<file path="config.mk">
export PLATFORM = sky130hd
export DESIGN_NAME = shift_engine
export DESIGN_NICKNAME = d
export VERILOG_FILES = /design/src/rtl/shift_engine.sv
export SDC_FILE = /design/constraint.sdc
export NUM_CORES = 1
export LEC_CHECK = 0
export BUFFER_PORTS_ARGS = -buffer_cell sky130_fd_sc_hd__buf_2
export CAP_MARGIN = 20
export CORE_MARGIN = 5
export CORE_UTILIZATION = 40
export DETAILED_ROUTE_END_ITERATION = 10
export PLACE_DENSITY = 0.6
export SYNTH_ARGS = -nofsm -noshare
export SYNTH_HDL_FRONTEND = slang
export SYNTH_SLANG_ARGS = --single-unit
</file>
<file path="constraint.sdc">
create_clock -name clk -period 2.4 [get_ports clk]
set_input_delay 0.48 -clock clk [delete_from_list [all_inputs] [get_ports clk]]
set_output_delay 0.48 -clock clk [all_outputs]
set_load 0.03 [all_outputs]
</file>
<file path="src/rtl/shift_engine.sv">
// shift_engine: multi-cycle shift/rotate unit, one bit per clock.
//
// An operand, shift amount and mode are captured on an accepted start; the
// unit then applies one single-bit step per clock and raises done for one
// cycle when the result is final.
//
// Build option:
//   SHIFT_ROTATE_EN - when defined, mode 2'b11 is rotate-right. When not
//                     defined, the rotate logic is absent and mode 2'b11
//                     behaves exactly as logical shift right.
//
// Ports:
//   clk   - clock, all state changes on the rising edge
//   rst   - synchronous active-high reset
//   start - request, sampled only while busy is low
//   a     - operand, captured with start
//   amt   - shift count, captured with start (may exceed WIDTH-1)
//   mode  - 00 SLL, 01 SRL, 10 SRA, 11 ROR (or SRL, see above)
//   y     - result register, held until the next accepted start
//   co    - last bit shifted/rotated out, 0 when amt is 0
//   zero  - y == 0, updated with every write of y
//   busy  - high while shifting
//   done  - one-cycle pulse when y/co/zero are final
module shift_engine #(
    parameter int unsigned WIDTH = 8,
    parameter int unsigned AMT_W = 4
) (
    input  logic             clk,
    input  logic             rst,
    input  logic             start,
    input  logic [WIDTH-1:0] a,
    input  logic [AMT_W-1:0] amt,
    input  logic [1:0]       mode,
    output logic [WIDTH-1:0] y,
    output logic             co,
    output logic             zero,
    output logic             busy,
    output logic             done
);

    localparam logic [1:0] ST_IDLE  = 2'd0;
    localparam logic [1:0] ST_SHIFT = 2'd1;
    localparam logic [1:0] ST_DONE  = 2'd2;

    localparam logic [1:0] MODE_SLL = 2'b00;
    localparam logic [1:0] MODE_SRL = 2'b01;
    localparam logic [1:0] MODE_SRA = 2'b10;
    localparam logic [1:0] MODE_ROR = 2'b11;

    logic [1:0]       state_q, state_d;
    logic [WIDTH-1:0] y_q, y_d;
    logic             co_q, co_d;
    logic             zero_q, zero_d;
    logic [AMT_W-1:0] count_q, count_d;
    logic [1:0]       mode_q, mode_d;
    logic             y_we;

    always_comb begin
        state_d = state_q;
        y_d     = y_q;
        co_d    = co_q;
        count_d = count_q;
        mode_d  = mode_q;
        y_we    = 1'b0;

        case (state_q)
            ST_IDLE, ST_DONE: begin
                if (start) begin
                    y_d     = a;
                    count_d = amt;
                    mode_d  = mode;
                    co_d    = 1'b0;
                    y_we    = 1'b1;
                    // A zero amount skips SHIFT and finishes on the next cycle.
                    state_d = (amt != '0) ? ST_SHIFT : ST_DONE;
                end else if (state_q == ST_DONE) begin
                    state_d = ST_IDLE;
                end
            end
            ST_SHIFT: begin
                y_we    = 1'b1;
                count_d = count_q - AMT_W'(1);
                case (mode_q)
                    MODE_SLL: begin
                        co_d = y_q[WIDTH-1];
                        y_d  = {y_q[WIDTH-2:0], 1'b0};
                    end
                    MODE_SRA: begin
                        co_d = y_q[0];
                        y_d  = {y_q[WIDTH-1], y_q[WIDTH-1:1]};
                    end
`ifdef SHIFT_ROTATE_EN
                    MODE_ROR: begin
                        co_d = y_q[0];
                        y_d  = {y_q[0], y_q[WIDTH-1:1]};
                    end
`endif
                    // SRL, and mode 11 when rotate is not built in.
                    default: begin
                        co_d = y_q[0];
                        y_d  = {1'b0, y_q[WIDTH-1:1]};
                    end
                endcase
                if (count_q == AMT_W'(1)) begin
                    state_d = ST_DONE;
                end
            end
            default: begin
                state_d = ST_IDLE;
            end
        endcase

        zero_d = y_we ? (y_d == '0) : zero_q;
    end

    always_ff @(posedge clk) begin
        if (rst) begin
            state_q <= ST_IDLE;
            y_q     <= '0;
            co_q    <= 1'b0;
            zero_q  <= 1'b0;
            count_q <= '0;
            mode_q  <= MODE_SLL;
        end else begin
            state_q <= state_d;
            y_q     <= y_d;
            co_q    <= co_d;
            zero_q  <= zero_d;
            count_q <= count_d;
            mode_q  <= mode_d;
        end
    end

    // MODE_SRL is the default branch of the step decode.
    logic unused_mode_srl;
    assign unused_mode_srl = ^MODE_SRL ^ ^MODE_ROR;

    assign y    = y_q;
    assign co   = co_q;
    assign zero = zero_q;
    assign busy = (state_q == ST_SHIFT);
    assign done = (state_q == ST_DONE);

endmodule

</file>
# Yosys cells after proc, flatten, opt, wreduce, memory -nomap -nowiden
# Cells that the tools add are included.
# word_totals
inputBits	17
regBits	18
word_cells	38
# op_classes
reduce_logical	9
n_mux	15
eq_ne	7
add_sub_neg	1
# op_table
cell	count
$pmux 8 s2	2
$logic_not 8->1	1
$mux 2	4
$mux 8	1
$pmux 4 s2	1
$reduce_and 2->1	3
$eq 2x2->1 const B	2
$eq 4x1->1 const B	1
$logic_not 2->1	2
$mux 4	1
$pmux 1 s2	2
$pmux 2 s2	1
$reduce_bool 4->1	1
$sub 4x1->4 const B	1
$mux 1	3
$ne 3x3->1 const B	1
$eq 2x1->1 const B	1
$ne 2x1->1 const B	1
$ne 2x2->1 const B	1
$reduce_bool 2->1	1
$reduce_or 2->1	1

# Longest topological paths before layout
# Gate-level depths: netlist of run 1.
# logic_depth
ltp_word	4
ltp_mapped	7
mapped_depth_nobuf	6

# Worst setup path after synthesis of run 1
# No wires, ideal clock.
# synth_timing
path_type	input port to flip-flop
startpoint	input start
endpoint	register zero_q (netlist: zero)
slack_ns	0.561
setup_time_ns	0.084
stages	6
arrival_time_ns	1.754
path_cell_list	buf_6 -> mux2i_1 -> o21ai_1 -> or4_1 -> a211o_1 -> o31ai_2
# synth_via
elab_chain_len	3
# synth_rtl
item	line_no	rtl
from (decl)	30	input logic start,
$mux 8	68	if (start) begin
$pmux 8 s2	66	case (state_q)
$logic_not 8->1	113	zero_d = y_we ? (y_d == '0) : zero_q;
to (signal assigned)	128	zero_q <= zero_d;
to (decl)	53	logic zero_q, zero_d;
# Parallel ways exist; a longest one is shown, timed or not.
# A chain may end at the register's enable or synchronous reset.

# Worst setup path in the final report of run 1
# layout_timing
startpoint	register state_q[0]
endpoint	register zero_q (netlist: zero)
# layout_via
elab_chain_len	4
# layout_rtl
item	line_no	rtl
from (decl)	50	logic [1:0] state_q, state_d;
from (signal assigned)	125	state_q <= state_d;
$eq 2x2->1 / $logic_not 2->1 (equally long branches)	66	
$reduce_or 2->1	66	
$pmux 8 s2	66	
$logic_not 8->1	113	
# Parallel ways exist; a longest one is shown, timed or not.

==> results of run 1 <==
-- tightest hold or removal path: stages --
cell and delay (ps):
buf_2 80, mux2i_1 60, nor2_1 80
-- cell type report --
cell class / count / share of cell area
multi-input cells: 107 / 0.5069
inverters: 6 / 0.01863
well taps: 31 / 0.03039
flip-flops and latches: 18 / 0.2824
clock buffers: 4 / 0.02843
repair buffers: 32 / 0.1333
-- worst min path at each step --
| stage | start | endpoint | slack [ps] | cells after the start |
|---|---|---|---|---|
| 3_5_place_dp | co | co | 490 | 2 |
| 3_3_place_gp | count_q[3] | count_q[3] | 470 | 2 |
| 2_1_floorplan | count_q[3] | count_q[3] | 460 | 2 |
| 6_report | mode[1] | mode_q[1] | 440 | 3 |
| 5_1_grt | mode[0] | mode_q[0] | 430 | 3 |
| 4_1_cts | mode[0] | mode_q[0] | 420 | 3 |
-- routing by layer --
layer	GRT usage	up-vias	share of wire
met5	0	-	0
li1	-	554	-
met4	0.04775	0	0.0065
met1	0.1647	517	0.41
met3	0.03964	2	0.064
met2	0.2681	35	0.52
-- where the power goes --
part / switching (W) / leakage (nW) / total [W] / internal, W
logic: 0.000144 / 0.385 / 0.000236 / 0.0000920
clock network: 0.0000925 / 0.0210 / 0.000185 / 0.0000923
registers: 0.0000388 / 0.148 / 0.000365 / 0.000326
-- per-stage QoR --
step / hold slack, ps / power (W) / area (um^2)
finish: 438.3 / 0.0007855 / 1276
global route: 433.0 / 0.0008496 / 1276
CTS: 421.8 / 0.0007956 / 1276
detailed placement: 486.6 / 0.0006074 / 1240
global placement: 468.4 / 0.0006032 / 1240
floorplan: 456.0 / 0.0005377 / 1094
-- cells by family after synthesis --
logic type / Yosys count / synth area share
adders and majority gates: 2 / 0.02288
AOI/OAI and AO/OA: 39 / 0.2266
and+or+nand+nor: 56 / 0.2471
DFF: 18 / 0.3295
buffers and inverters: 16 / 0.07894
muxes: 10 / 0.09497
-- flip-flops by register name, summed over array words and instances, names as in the netlist --
register	cells
y	8
state_q	2
count_q	4
co	1
mode_q	2
zero	1
-- cell usage in the layout (no fill, tap or decap), types with 2 or more instances in the layout --
| cell type | synthesis | layout |
|---|---|---|
| inv_1 | 5 | 5 |
| clkbuf_4 | 0 | 3 |
| a211o_1 | 2 | 2 |
| a211oi_1 | 4 | 4 |
| o22ai_1 | 2 | 2 |
| a32oi_1 | 2 | 2 |
| nor4_1 | 2 | 2 |
| nor2b_1 | 3 | 3 |
| nand2b_1 | 2 | 2 |
| nor3_1 | 3 | 3 |
| a21oi_1 | 13 | 13 |
| or4_1 | 2 | 2 |
| nand2_1 | 13 | 13 |
| nor2_1 | 21 | 21 |
| nand3b_1 | 2 | 2 |
| buf_4 | 1 | 4 |
| o21ai_0 | 4 | 4 |
| nand3_1 | 3 | 3 |
| a31oi_1 | 3 | 3 |
| ha_1 | 2 | 2 |
| o21ai_1 | 4 | 4 |
| dfxtp_1 | 18 | 18 |
| mux2i_1 | 7 | 7 |
| mux2_2 | 2 | 2 |
| buf_2 | 1 | 28 |
==> results_dict.tcl, run 1 <==
set metrics [dict create \
    power.leakage_nw 0.5543 \
    clockBufferDepth 2 \
    port_buffers 28 \
    grt_max_degree 19 \
    fp.dieW_um 62.29 \
    r2r_end "zero" \
    layout_setup_ws_ps 382.6 \
    crit_required_ps 2610 \
    fin_crit_ps 2017 \
    finClkSkew_ps 3.246 \
    root_buffer "clkbuf_4" \
    powerDensity_nw_per_um2 615.5 \
    cts_buffers 3 \
    ctsHoldBuffers 0 \
    worstSetupPathDepth 6 \
    antennaDiodeCount 0 \
    cts.sinks 18 \
    utilization 0.4751 \
    cts_htree_levels 1 \
    grt_pass1_wl_um 4754 \
    yosysWarnings 0 \
    finalSetupViolCount 0 \
    syn_avg_cell_area_um2 7.756 \
    synth_cell_type_count 40 \
    drive_gt1_frac 0.2455 \
    dr.pass1.iters 4 \
    post_cts_resized 0 \
    initial_core_util 0.4071 \
    dp_slack_ps 263.1 \
    worstSetupPathType "reg2reg" \
    multi_input_area_um2 646.9 \
    die_h_um 62.29 \
    peakVddDrop_mv 0.2886 \
    nFillCells 291 \
    synth.largest_area_cell "dfxtp_1" \
    max_slew.worst_pin.slew_ps 418.2 \
    slew_violations 0 \
    grt_overflow 0 \
    antenna_found_initial 0 \
    fp.dieArea_um2 3879 \
    dr_total_vias 1108 \
    synthMostInstantiatedCell "nor2_1" \
    synth_cells 141 \
    num_io_pins 29 \
    end_kind "flip-flop" \
    drt_iter0_markers 31 \
    syn_nets 160 \
    cts_tree "built" \
    start_kind "flip-flop" \
    gr-usage-all-layers 0.1477 \
    ys_ff_latch 18 \
    crit_slowest_cell "dfxtp_1" \
    row_count 19 \
    clock.fmax_ghz 0.4957 \
    wl_um 2945 \
    hp-class "in2reg" \
    nets 187 \
    r2r_cells 6 \
    cp_top_family "simple AND/OR/NAND/NOR gates" \
    synth_area_um2 1094 \
    crit_fanout 12 \
    dp_hpwl_um 2241 \
    drc 0 \
    regArea_um2 360.3 \
    avgRoutedWirePerCell_um 14.87 \
    max-slew-margin-rel 0.7208 \
    hold_violations 0 \
    synth-edff-count 0 \
    endpoint "zero" \
    status "finished, final reports clean" \
    worst-path-buf-inv 1 \
    worstSkewPairLatency_ps 290 \
    core_um2 2686 \
    cp-startpoint "state_q[0]" \
    cpPeakStageDelay_ps 590 \
    yosys-top-cells-area "dfxtp_1 33%, nor2_1 7.2%, mux2i_1 6.4%, a21oi_1 5.9%, nand2_1 4.5%" \
    dp_cells 194 \
    synthArstFlopShare 0 \
    r2r_start "state_q[0]" \
    r2r_slack_ps 380 \
    first_global_vias 1067 \
    fin_crit_sh 0.8406 \
    crit_chain "nand2b_1 -> clkinv_2 -> a21oi_1 -> or4_1 -> a211o_1 -> o31ai_2" \
    netlist_top_cells_count "21 x nor2_1, 18 x dfxtp_1, 13 x a21oi_1, 13 x nand2_1, 7 x mux2i_1" \
    postRouteAntennaNets 0 \
    gp_congestion 0.8450 \
    tns_ps 0 \
    via_per_inst 5.596 \
    clk_pin_slew_ps 100 \
    synth_seq_area_share 0.3295 \
    cts_setup_buffers 0 \
    area_growth_pct 16.70 \
    stdcell_count 198 \
    rsz0062_at_grt "no" \
    cp.arrival_ps 2230 \
    synth_top_cell_area_share 0.3295 \
    ys.flop_type "dfxtp_1" \
    max_cap_violations 0 \
]
Power figures use the tool's default switching activity.
==> run 2, diff against run 1 <==
- PLACE_DENSITY: 0.6 -> 0.63
- clock period: 2.4 -> 1.7 ns (I/O delays scaled with it)
==> run 2 against run 1 <==
  * Worst setup slack got worse by 320 ps
  * Die area did not move
  * Sequential power rose by 39%
  * Critical path depth is 1 lower
  * Final cell count rose by 4.0%
  * First-iteration DRC count grew 68%
  * Clock-buffer cell count unchanged
  * Utilization is 3.2 points higher
  * Critical path type unchanged
==> results_dict.tcl, run 2 (synthesis results as in run 1) <==
set metrics [dict create \
    status "finished, final reports clean" \
    cp_top_family "simple AND/OR/NAND/NOR gates" \
    max_slew.worst_pin.slew_ps 364.6 \
    max-slew-margin-rel 0.7560 \
    num_io_pins 29 \
    hp-class "in2reg" \
    cp.arrival_ps 1850 \
    start_kind "flip-flop" \
    power.leakage_nw 0.6033 \
    max_cap_violations 0 \
    worst-path-buf-inv 0 \
    peakVddDrop_mv 0.4606 \
    cts.sinks 18 \
    dr.pass1.iters 4 \
    core_um2 2686 \
    grt_pass1_wl_um 5237 \
    wl_um 2963 \
    finalSetupViolCount 0 \
    dr_total_vias 1163 \
    powerDensity_nw_per_um2 840.1 \
    rsz0062_at_grt "no" \
    cts_setup_buffers 0 \
    worstSkewPairLatency_ps 290 \
    final_cell_mix "28 x buf_2, 21 x nor2_1, 15 x dfxtp_1" \
    fin_crit_ps 1635 \
    crit_slowest_cell "or4_1" \
    pwr-share-clk 0.230 \
    p_sw_w 0.0003968 \
    clk_pin_slew_ps 110 \
    root_buffer "clkbuf_4" \
    drt_iter0_markers 52 \
    dp_hpwl_um 2284 \
    drc 0 \
    row_count 19 \
    utilization 0.5068 \
    cts_tree "built" \
    drive_gt1_frac 0.3143 \
    avgRoutedWirePerCell_um 14.38 \
    finClkSkew_ps 9.829 \
    via_per_inst 5.646 \
    cts_buffers 3 \
    fp.dieW_um 62.29 \
    final_common_cell "buf_2" \
    crit_fanout 8 \
    fin_crit_sh 0.9617 \
    ctsHoldBuffers 0 \
    cpPeakStageDelay_ps 510 \
    worstSetupPathType "reg2reg" \
    pwr-share-seq 0.443 \
    grt_max_degree 19 \
    antenna_found_initial 0 \
    crit_chain "nor2b_4 -> a21oi_1 -> or4_1 -> a211o_1 -> o31ai_2" \
    p_comb_frac 0.327 \
    first_global_vias 1193 \
    slew_violations 0 \
    gr-usage-all-layers 0.1600 \
    switching_share 0.3469 \
    clockBufferDepth 2 \
    area_growth_pct 24.49 \
    intPower_w 0.0007469 \
    initial_core_util 0.4071 \
    die_h_um 62.29 \
    finalPower_w 0.001144 \
    cts_htree_levels 1 \
    antennaDiodeCount 0 \
    port_buffers 28 \
    clock.fmax_ghz 0.6116 \
    crit_required_ps 1920 \
    postRouteAntennaNets 0 \
    gp_congestion 0.8274 \
    grt_overflow 0 \
    end_kind "flip-flop" \
    largest_register_ffs 8 \
    hold_violations 0 \
    nets 195 \
    fp.dieArea_um2 3879 \
]
## run 2: cell types whose count changed in the layout (fill, tap and decap cells not counted)
cell / delta
a21oi_1: -1
a21oi_2: +1
buf_4: +8
dfxtp_1: -3
dfxtp_2: +2
dfxtp_4: +1
nand2b_1: -1
nand2b_4: +1
nor2b_2: -1
nor2b_4: +1
or2_1: -1
or2_4: +1
## run 2: path summary, 6_finish.rpt
kind,start,endpoint,slack [ps],cells past startpoint
setup reg to reg,state_q[0],zero,70,5
setup / recovery,state_q[0],zero,70,5
hold reg to reg,count_q[3],count_q[3],490,2
hold / removal,mode[0],mode_q[0],290,3
## run 2: worst min-delay path, stage by stage
cell	delay (ps)
buf_2	70
mux2i_1	60
nor2_1	80
## run 2: stage by stage
| step | TNS [ps] | instance area (um^2) | setup slack, ps | hold WS (ps) | instances |
|---|---|---|---|---|---|
| after floorplan | 0 | 1094 | 1.383 | 456.0 | 141 |
| after global placement | -60.65 | 1300 | -60.65 | 467.5 | 202 |
| after detailed placement | -95.70 | 1300 | -95.70 | 477.5 | 202 |
| final | 0 | 1361 | 65.06 | 293.6 | 206 |
| after CTS | 0 | 1338 | 2.105 | 285.7 | 206 |
| after global routing | 0 | 1361 | 4.861 | 313.6 | 206 |
## run 2: what timing repair did
action                     in CTS  in global routing
gates resized for setup         1                  7
setup endpoints to repair       2                  3
pin swaps                       0                  2
gates cloned                    0                  0
## run 2: area by class of cell
class / instances / area, um^2
timing repair buffer: 40 / 230.2
tap: 31 / 38.79
inverter: 6 / 23.77
sequential: 18 / 366.6
fill: 280 / 1325
multi-input combinational: 107 / 665.6
clock buffer: 4 / 36.28
## run 2: layer usage
metal,wire [um],track usage
met1,1207,0.1899
met4,32,0.07958
met5,0,0
met3,244,0.03243
met2,1478,0.2707
## run 2: power groups by stage
stage               Clock [W]  Sequential [W]  Combinational, W
detailed placement          0        0.000512          0.000364
finish               0.000264        0.000507          0.000373
global route         0.000304        0.000515          0.000417
floorplan                   0        0.000539          0.000220
global placement            0        0.000509          0.000358
CTS                  0.000277        0.000503          0.000367
